## src/rtl/fifo_uart_tx_if.sv

```systemverilog
// FIFO consumer port bundle: FWFT head word, empty flag and pop strobe.
// master is the FIFO side, slave is the consumer that pops.
interface fifo_uart_tx_if #(
    parameter int DATA_WIDTH = 8
);
    logic                  fifo_empty;
    logic [DATA_WIDTH-1:0] fifo_data;
    logic                  fifo_dequeue;

    modport master (
        output fifo_empty,
        output fifo_data,
        input  fifo_dequeue
    );

    modport slave (
        input  fifo_empty,
        input  fifo_data,
        output fifo_dequeue
    );
endinterface

```

## src/rtl/fifo_uart_tx.sv

```systemverilog
// Pops words from a FWFT FIFO and shifts them out as start/data/stop frames.
// Back-to-back frames reuse the final stop cycle to pop the next word.
module fifo_uart_tx #(
    parameter int DATA_WIDTH = 8,
    parameter int BAUD_DIV   = 868,
    parameter int DIV_WIDTH  = 16
) (
    input  logic         clk,
    input  logic         rst,
    input  logic         enable,
    fifo_uart_tx_if.slave fifo,
    output logic         tx,
    output logic         busy,
    output logic         tx_done
);

    localparam int IDX_WIDTH = (DATA_WIDTH > 1) ? $clog2(DATA_WIDTH) : 1;

    typedef enum logic [1:0] {
        IDLE,
        START,
        DATA,
        STOP
    } state_t;

    state_t                state;
    state_t                state_next;
    logic [DIV_WIDTH-1:0]  cnt;
    logic [IDX_WIDTH-1:0]  idx;
    logic [DATA_WIDTH-1:0] shift_reg;
    logic [DATA_WIDTH-1:0] shift_next;
    logic                  bit_end;
    logic                  last_bit;
    logic                  tx_next;
    logic                  busy_next;

    assign bit_end  = (cnt == DIV_WIDTH'(BAUD_DIV - 1));
    assign last_bit = (idx == IDX_WIDTH'(DATA_WIDTH - 1));

    // Word being serialized: load on pop, shift right after each data bit.
    always_comb begin
        shift_next = shift_reg;
        if (fifo.fifo_dequeue) begin
            shift_next = fifo.fifo_data;
        end else if (state == DATA && bit_end) begin
            shift_next = shift_reg >> 1;
        end
    end

    // State register; reset drops any frame in flight.
    always_ff @(posedge clk or negedge rst) begin
        if (!rst) begin
            state <= IDLE;
        end else begin
            state <= state_next;
        end
    end

    // Next-state logic; the final stop cycle can chain straight into START.
    always_comb begin
        state_next = state;
        unique case (state)
            IDLE: begin
                if (fifo.fifo_dequeue) state_next = START;
            end
            START: begin
                if (bit_end) state_next = DATA;
            end
            DATA: begin
                if (bit_end && last_bit) state_next = STOP;
            end
            STOP: begin
                if (bit_end) begin
                    state_next = fifo.fifo_dequeue ? START : IDLE;
                end
            end
            default: state_next = IDLE;
        endcase
    end

    // Pop strobe, done pulse and the values tx/busy take at the next edge.
    always_comb begin
        fifo.fifo_dequeue = rst & enable & ~fifo.fifo_empty &
                            ((state == IDLE) ||
                             (state == STOP && bit_end));
        tx_done   = (state == STOP) && bit_end;
        tx_next   = 1'b1;
        busy_next = 1'b1;
        unique case (state_next)
            IDLE: begin
                tx_next   = 1'b1;
                busy_next = 1'b0;
            end
            START: tx_next = 1'b0;
            DATA:  tx_next = shift_next[0];
            STOP:  tx_next = 1'b1;
            default: begin
                tx_next   = 1'b1;
                busy_next = 1'b0;
            end
        endcase
    end

    // Registered line and busy flag; tx forced high the moment reset hits.
    always_ff @(posedge clk or negedge rst) begin
        if (!rst) begin
            tx   <= 1'b1;
            busy <= 1'b0;
        end else begin
            tx   <= tx_next;
            busy <= busy_next;
        end
    end

    // Bit-period counter, bit index and shift register.
    always_ff @(posedge clk or negedge rst) begin
        if (!rst) begin
            cnt       <= '0;
            idx       <= '0;
            shift_reg <= '0;
        end else begin
            if (state == IDLE || bit_end) begin
                cnt <= '0;
            end else begin
                cnt <= cnt + DIV_WIDTH'(1);
            end
            if (state == START) begin
                idx <= '0;
            end else if (state == DATA && bit_end) begin
                idx <= idx + IDX_WIDTH'(1);
            end
            shift_reg <= shift_next;
        end
    end

endmodule

```

## src/flat_wrapper.sv

```systemverilog
// flat-port wrapper written by rule: the top's interface ports become plain ports
module fifo_uart_tx_flat 
#(
    parameter int DATA_WIDTH = 8,
    parameter int BAUD_DIV   = 868,
    parameter int DIV_WIDTH  = 16
)
  (clk, rst, enable, tx, busy, tx_done, fifo_fifo_empty, fifo_fifo_data, fifo_fifo_dequeue);
  fifo_uart_tx_if #(.DATA_WIDTH(DATA_WIDTH)) fifo_i ();
  input  logic clk;
  input  logic rst;
  input  logic enable;
  output logic tx;
  output logic busy;
  output logic tx_done;
  input wire logic [$bits(fifo_i.fifo_empty)-1:0] fifo_fifo_empty;
  input wire logic [$bits(fifo_i.fifo_data)-1:0] fifo_fifo_data;
  output wire logic [$bits(fifo_i.fifo_dequeue)-1:0] fifo_fifo_dequeue;
  assign fifo_i.fifo_empty = fifo_fifo_empty;
  assign fifo_i.fifo_data = fifo_fifo_data;
  assign fifo_fifo_dequeue = fifo_i.fifo_dequeue;
  fifo_uart_tx #(.DATA_WIDTH(DATA_WIDTH), .BAUD_DIV(BAUD_DIV), .DIV_WIDTH(DIV_WIDTH)) u_core (.clk(clk), .rst(rst), .enable(enable), .fifo(fifo_i), .tx(tx), .busy(busy), .tx_done(tx_done));
endmodule
```

## config.mk

```make
export PLATFORM = sky130hd
export DESIGN_NAME = fifo_uart_tx_flat
export DESIGN_NICKNAME = d
export VERILOG_FILES = /design/src/rtl/fifo_uart_tx_if.sv /design/src/rtl/fifo_uart_tx.sv /design/src/flat_wrapper.sv
export SDC_FILE = /design/constraint.sdc
export NUM_CORES = 1
export LEC_CHECK = 0
export BUFFER_PORTS_ARGS = -buffer_cell sky130_fd_sc_hd__buf_2
export CELL_PAD_IN_SITES_DETAIL_PLACEMENT = 0
export CELL_PAD_IN_SITES_GLOBAL_PLACEMENT = 1
export CORE_AREA = 2 2 60 90
export CTS_CLUSTER_SIZE = 40
export DETAILED_ROUTE_END_ITERATION = 8
export DIE_AREA = 0 0 62 92
export PLACE_DENSITY = 0.63
export SYNTH_ARGS = -nofsm -noshare
export SYNTH_HDL_FRONTEND = slang
export SYNTH_SLANG_ARGS = --single-unit
```

## constraint.sdc

```tcl
create_clock -name clk -period 4.6 [get_ports clk]
set_input_delay 0.46 -clock clk [delete_from_list [all_inputs] [get_ports clk]]
set_output_delay 0.46 -clock clk [all_outputs]
set_load 0.01 [all_outputs]
```

==> flow_summary_export.csv, run 1 <==
group,metric,value,unit
timing,setup_viol_count_final,0,
logic_synthesis,post_synth_fa_ha_maj_area_fraction,4.52,%
clock_tree,post_cts_buffers,0,
timing,min_period_over_period,56.5,%
clock_tree,clk_latency,0.28,ns
detailed_routing,detail_route.wl_per_cell,13.5,um
power,power.switching,0.196,mW
floorplanning,ios,16,
logic_synthesis,synth_top_family_by_area,"simple AND/OR/NAND/NOR gates",
grt,grt_usage,13.1,%
grt,grt_max_degree,33,
logic_synthesis,yosysWarnings,0,
clock_tree,cts_resized,0,
worst_setup_path,path_cells,"ha_1 -> nor4b_1 -> and4_1 -> a21o_2 -> buf_2",
logic_synthesis,synth_compound_area_share,14.3,%
logic_synthesis,synthSimpleGateAreaFrac,19.4,%
detailed_routing,drtIter0Drc,48,
logic_synthesis,synthArstFlopShare,100,%
grt,grt_pass1_wl,5.35,mm
detailed_routing,drc,0,
placed_design,postPlaceCellArea,0.00175,sq mm
power,intPower,0.504,mW
finish,area_growth,11.4,%
worst_setup_path,max_stage_delay,0.42,ns
worst_setup_path,cp-start-kind,"register",
worst_setup_path,cp.required,4.14,ns
logic_synthesis,synth_edf_count,0,
floorplanning,die_width,62,um
finish,drive_above_1_share,20.2,%
logic_synthesis,synthTopCellsByArea,"dfrtp_1 45%, ha_1 4.5%, nor2_1 4.3%",
finish,insertedDiodeCount,0,
logic_synthesis,synth_area,0.00166,sq mm
grt,grt_pass1_vias,1191,
worst_setup_path,critPathKind,"reg2out",
logic_synthesis,ys_seq_area_share,46.8,%
floorplanning,initial_core_util,33.2,%
logic_synthesis,yosys.area.top_type,"dfrtp_1",
logic_synthesis,synth_xor_area_share,7.39,%
detailed_routing,avgViaCountPerCell,4.92,
floorplanning,std_cell_rows,32,
detailed_routing,num_vias,1210,
finish,largest_reg_flops,16,
floorplanning,core_region_area,0.00500,sq mm
placed_design,place_congestion,0.750,
timing,slew_violations,0,
worst_setup_path,reg2reg_depth,8,
timing,slew_headroom,26.7,%
power,clockPowerShare,33.3,%
logic_synthesis,netlist.area_leader.share,45.2,%
power,peakVddDrop,0.121,mV
power,comb_power_share,16.6,%
power,p_total,0.701,mW
outcome,status,"completed",
power,pwr-share-seq,50.0,%
timing,layout_min_cycle_time,2.60,ns
grt,antenna_found_initial,0,
clock_tree,clkSinkCount,31,
timing,hold_viol,0,
clock_tree,numCtsBuffers,5,
worst_setup_path,crit_path_end_kind,"primary output",
clock_tree,cts_root_buffer,"clkbuf_8",
clock_tree,holdBufCountCts,0,
finish,final_common_cell,"dfrtp_1",
timing,timing.fmax,0.385,GHz
logic_synthesis,synth.area.mux_share,1.21,%
floorplanning,dieArea,0.00570,sq mm
power,p_leak,0.837,nW
min_path,min_path_type,"in2async",
logic_synthesis,synthFlopType,"dfrtp_1",
finish,layout_common_cells,"30 x dfrtp_1, 19 x nor2_1, 15 x buf_2, 11 x nand2_1, 9 x inv_1",
placed_design,place_hpwl,2.44,mm
finish,post-route-util,37.0,%
clock_tree,cts_htree_levels,2,
worst_setup_path,path_max_fanout,13,
logic_synthesis,ys_types,45,
clock_tree,path_clk_slew,0.06,ns
timing,fin_tns_setup,0,ns
grt,grt.overflow.total,0,
finish,final_nets,195,
detailed_routing,firstDrtPassIters,4,
worst_setup_path,arrival,2.14,ns
timing,fin_skew,0.00174,ns
timing,rsz0062_at_grt,"no",
worst_setup_path,critPathSlowestCell,"and4_1",
power,switching_share,28.0,%
logic_synthesis,avgSynthCellArea,10.2,sq um
placed_design,io_buffers,15,
job,cap_violations,0,
power,power_density,379,mW/mm^2
detailed_routing,totalWireLength,3.32,mm
clock_tree,cts_tree,"built",
logic_synthesis,syn_inst,162,
timing,tightest_slew,1.09,ns
finish,post-route-cell-area,0.00185,sq mm
detailed_routing,antenna_left,0,
floorplanning,dieHeight,92,um
logic_synthesis,syn_nets,180,
logic_synthesis,yosys_register_bits,31,
clock_tree,clockBufferDepth,2,
==> stage by stage <==
step | instances | setup WS [ns] | hold WS, ns
2_1_floorplan | 162 | 2.46 | 0.164
3_3_place_gp | 238 | 2.04 | 0.438
3_5_place_dp | 238 | 1.99 | 0.444
4_1_cts | 246 | 1.93 | 0.249
5_1_grt | 246 | 1.71 | 0.296
6_report | 246 | 2.00 | 0.229
==> worst paths after layout <==
path,from,end,slack [ns]
setup / recovery,u_core.cnt[0],fifo_fifo_dequeue,2.00
hold / removal,rst,u_core.shift_reg[0],0.23
setup reg to reg,u_core.cnt[0],u_core.tx,2.20
hold reg to reg,u_core.cnt[0],u_core.cnt[0],0.46
max in group asynchronous,rst,u_core.cnt[13],3.92
min in group clk,fifo_fifo_data[1],u_core.shift_reg[1],0.39
==> power groups by stage <==
stage / clock [mW] / sequential [mW] / combinational, mW
2_1_floorplan: 0 / 0.343 / 0.0927
3_3_place_gp: 0 / 0.354 / 0.114
3_5_place_dp: 0 / 0.356 / 0.117
4_1_cts: 0.242 / 0.352 / 0.122
5_1_grt: 0.253 / 0.357 / 0.135
6_report: 0.233 / 0.351 / 0.117
==> cell families (layout without fill, tap and decap cells) <==
logic type      Yosys count  count (layout)
mux                       2               2
flops                    31              31
fa+ha+maj                 6               6
compound gates           31              31
xor+xnor                 14              14
buf+inv                  16              32
simple gates             62              62
==> Yosys cell counts (3+ instances only) <==
master	instances
nor4_1	3
ha_1	6
o21ai_0	4
xnor2_1	8
dfrtp_1	30
nor3_1	3
nand2_1	11
a22o_2	5
o22ai_1	3
inv_1	9
a21o_2	3
nand4_1	4
nor2_1	19
nand3_1	7
xor2_1	6
==> critical path, delay by kind of cell, from the launching register on <==
| family | cells | cell delay (ns) |
|---|---|---|
| fa+ha+maj | 1 | 0.22 |
| compound gates | 1 | 0.35 |
| flops | 1 | 0.37 |
| buf+inv | 1 | 0.19 |
| simple gates | 2 | 0.73 |
==> area by class of cell <==
class                   count  area [sq um]
multi-input cells         115           778
flip-flops and latches     31           777
fillers                   501          3160
inverters                   9          33.8
clock buffers               8           100
repair buffers             15          75.1
well taps                  68          85.1
==> metal layers <==
layer,part of all wire [%],routed length [um],vias to the layer above,global-route usage [%]
met5,0,0,-,0
met4,2.6,85,0,6.91
met3,3.4,114,7,3.81
met2,55,1820,17,23.1
met1,39,1290,587,12.8
li1,-,-,599,-
Note: power is estimated with default switching activity, not from simulation.
==> inputs of run 2 (changes only) <==
ABC_AREA = 1   (was not set)
CORE_AREA = 2 2 60 91   (was 2 2 60 90)
DIE_AREA = 0 0 62 93   (was 0 0 62 92)
PLACE_DENSITY = 0.65   (was 0.63)
clock period = 2.67 ns   (was 4.6 ns; I/O delays follow)
==> run 2 against run 1 <==
  * Clock skew increased by 0.0055 ns
  * Hold slack got worse by 0.16 ns
  * Synthesized cell count increased by 26%
  * Clock power increased by 56%
  * Flip-flop and latch count unchanged
  * Combinational power decreased by 84%
  * Clock-buffer cell count decreased by 2
  * Largest cell class is now sequential cells
==> flow_summary_export.csv, run 2 <==
group,metric,value,unit
timing,rsz0062_at_grt,"no",
grt,grt.overflow.total,0,
floorplanning,dieArea,0.00577,sq mm
detailed_routing,num_vias,1369,
finish,area_growth,14.5,%
clock_tree,cts_root_buffer,"clkbuf_8",
detailed_routing,drc,0,
worst_setup_path,critPathSlowestCell,"dfrtp_1",
floorplanning,core_region_area,0.00500,sq mm
timing,setup_viol_count_final,0,
timing,min_period_over_period,83.9,%
placed_design,place_congestion,0.750,
logic_synthesis,synth_edf_count,0,
logic_synthesis,netlist.area_leader.share,44.4,%
timing,slew_headroom,70.2,%
clock_tree,clkSinkCount,31,
placed_design,io_buffers,15,
logic_synthesis,yosys.area.top_type,"dfrtp_1",
floorplanning,ios,16,
job,cap_violations,0,
logic_synthesis,ys_seq_area_share,46.0,%
detailed_routing,firstDrtPassIters,4,
detailed_routing,detail_route.wl_per_cell,12.2,um
worst_setup_path,max_stage_delay,0.37,ns
finish,fillers,559,
detailed_routing,avgViaCountPerCell,4.64,
logic_synthesis,synthFlopType,"dfrtp_1",
floorplanning,dieHeight,93,um
finish,layout_common_cells,"34 x nand2_1, 33 x nor2_1, 32 x inv_1, 30 x dfrtp_1, 15 x buf_2",
power,p_total,0.853,mW
worst_setup_path,reg2reg_depth,13,
power,p_leak,0.999,nW
power,switching_share,22.8,%
logic_synthesis,synthTopCellsByCount,"34 x nand2_1, 33 x nor2_1, 32 x inv_1",
clock_tree,holdBufCountCts,0,
logic_synthesis,avgSynthCellArea,8.28,sq um
detailed_routing,antenna_left,0,
worst_setup_path,critical_path.startpoint,"u_core.cnt[0]",
clock_tree,clockBufferDepth,2,
min_path,min_path_type,"in2async",
outcome,status,"completed",
grt,grt_pass1_vias,1418,
worst_setup_path,path_cells,"ha_1 -> inv_1 -> nor2_1 -> nand2_1 -> nor2_1 -> nand2_1 -> nand2_2 -> nand2_2 -> inv_2 -> buf_2",
detailed_routing,drtIter0Drc,27,
power,pwr-share-seq,55.0,%
grt,grt_pass1_wl,6.35,mm
clock_tree,path_clk_slew,0.07,ns
power,peakVddDrop,0.220,mV
finish,insertedDiodeCount,0,
logic_synthesis,synth.most_common_cell,"nand2_1",
detailed_routing,totalWireLength,3.61,mm
placed_design,pre_cts_ws,0.704,ns
grt,antenna_found_initial,0,
clock_tree,cts_htree_levels,2,
timing,hold_viol,0,
logic_synthesis,synthArstFlopShare,100,%
power,power_density,441,mW/mm^2
worst_setup_path,critPathKind,"reg2out",
timing,timing.fmax,0.446,GHz
timing,layout_min_cycle_time,2.24,ns
grt,grt_usage,15.0,%
worst_setup_path,cp-start-kind,"register",
logic_synthesis,synthTopCellsByArea,"dfrtp_1 44%, nand2_1 7.6%, nor2_1 7.3%",
power,comb_power_share,2.3,%
worst_setup_path,path_max_fanout,13,
logic_synthesis,yosys_register_bits,31,
finish,drive_above_1_share,21.1,%
timing,slew_violations,0,
worst_setup_path,timing.rr.end,"u_core.tx",
finish,final_nets,244,
clock_tree,clk_latency,0.29,ns
floorplanning,die_width,62,um
logic_synthesis,syn_inst,204,
timing,fin_tns_setup,0,ns
finish,largest_reg_flops,16,
logic_synthesis,yosysWarnings,0,
timing,fin_skew,0.00723,ns
power,intPower,0.659,mW
logic_synthesis,synth_area,0.00169,sq mm
logic_synthesis,ys_types,29,
worst_setup_path,cp.required,2.40,ns
logic_synthesis,syn_nets,222,
grt,grt_max_degree,32,
clock_tree,post_cts_buffers,0,
worst_setup_path,crit_path_end_kind,"primary output",
clock_tree,cts_tree,"built",
clock_tree,numCtsBuffers,5,
clock_tree,cts_resized,0,
floorplanning,initial_core_util,33.8,%
timing,tightest_slew,0.445,ns
finish,final_common_cell,"nand2_1",
timing,setup_ws,0.429,ns
floorplanning,std_cell_rows,32,
worst_setup_path,arrival,1.97,ns
worst_setup_path,worst-r2r-setup-slack,0.77,ns
worst_setup_path,reg2reg_from,"u_core.cnt[0]",
power,clockPowerShare,42.7,%
power,power.switching,0.195,mW
placed_design,place_hpwl,2.80,mm
[run 2: stage by stage]
| step | utilization (%) | std cells | hold slack (ns) | cell area (sq um) |
|---|---|---|---|---|
| floorplan | - | 204 | -0.0286 | 1690 |
| global placement | 37.0 | 287 | 0.429 | 1850 |
| detailed placement | 37.0 | 287 | 0.424 | 1850 |
| CTS | 38.7 | 295 | 0.106 | 1930 |
| global route | 38.7 | 295 | 0.130 | 1930 |
| finish | 38.7 | 295 | 0.0694 | 1930 |
[run 2: worst max-delay path: cells and delay by family (launching register included)]
family	cells	cell delay [ns]
buffers and inverters	3	0.37
DFF	1	0.37
and+or+nand+nor	6	0.71
adders and majority gates	1	0.23
[run 2: area by class of cell]
type                    instances  area [sq um]  share of cell area [%]
flip-flops and latches         31           777                    40.2
multi-input cells             137           772                    39.9
inverters                      35           133                    6.86
well taps                      68          85.1                    4.40
repair buffers                 16          82.6                    4.27
clock buffers                   6          72.6                    3.75
clock inverters                 2          12.5                   0.647
[run 2: power by group through the flow]
stage / Combinational (mW) / Clock [mW] / Sequential [mW]
2_1_floorplan: 0.000863 / 0 / 0.479
5_1_grt: 0.0227 / 0.397 / 0.469
4_1_cts: 0.0208 / 0.379 / 0.469
6_report: 0.0193 / 0.364 / 0.470
3_3_place_gp: 0.0207 / 0 / 0.478
3_5_place_dp: 0.0208 / 0 / 0.478
[run 2: logic make-up after synthesis]
logic type	after synthesis	synth area share, %
xor gates and xnor gates	5	2.59
buffers and inverters	36	8.30
adders and majority gates	6	4.44
and+or+nand+nor	103	29.3
AOI/OAI and AO/OA	23	9.33
DFF	31	46.0
[run 2: worst max path at each step]
stage / end / cells past startpoint
after floorplan: u_core.tx / 13
after global placement: fifo_fifo_dequeue / 10
after detailed placement: fifo_fifo_dequeue / 10
after CTS: fifo_fifo_dequeue / 10
after global routing: fifo_fifo_dequeue / 10
final: fifo_fifo_dequeue / 10
[run 2: per-layer routing]
metal	track usage (%)	part of all wire, %	vias up
li1	-	-	696
met1	17.1	40	637
met2	25.9	54	29
met3	3.04	3.9	7
met4	6.38	2.2	0
met5	0	0	-
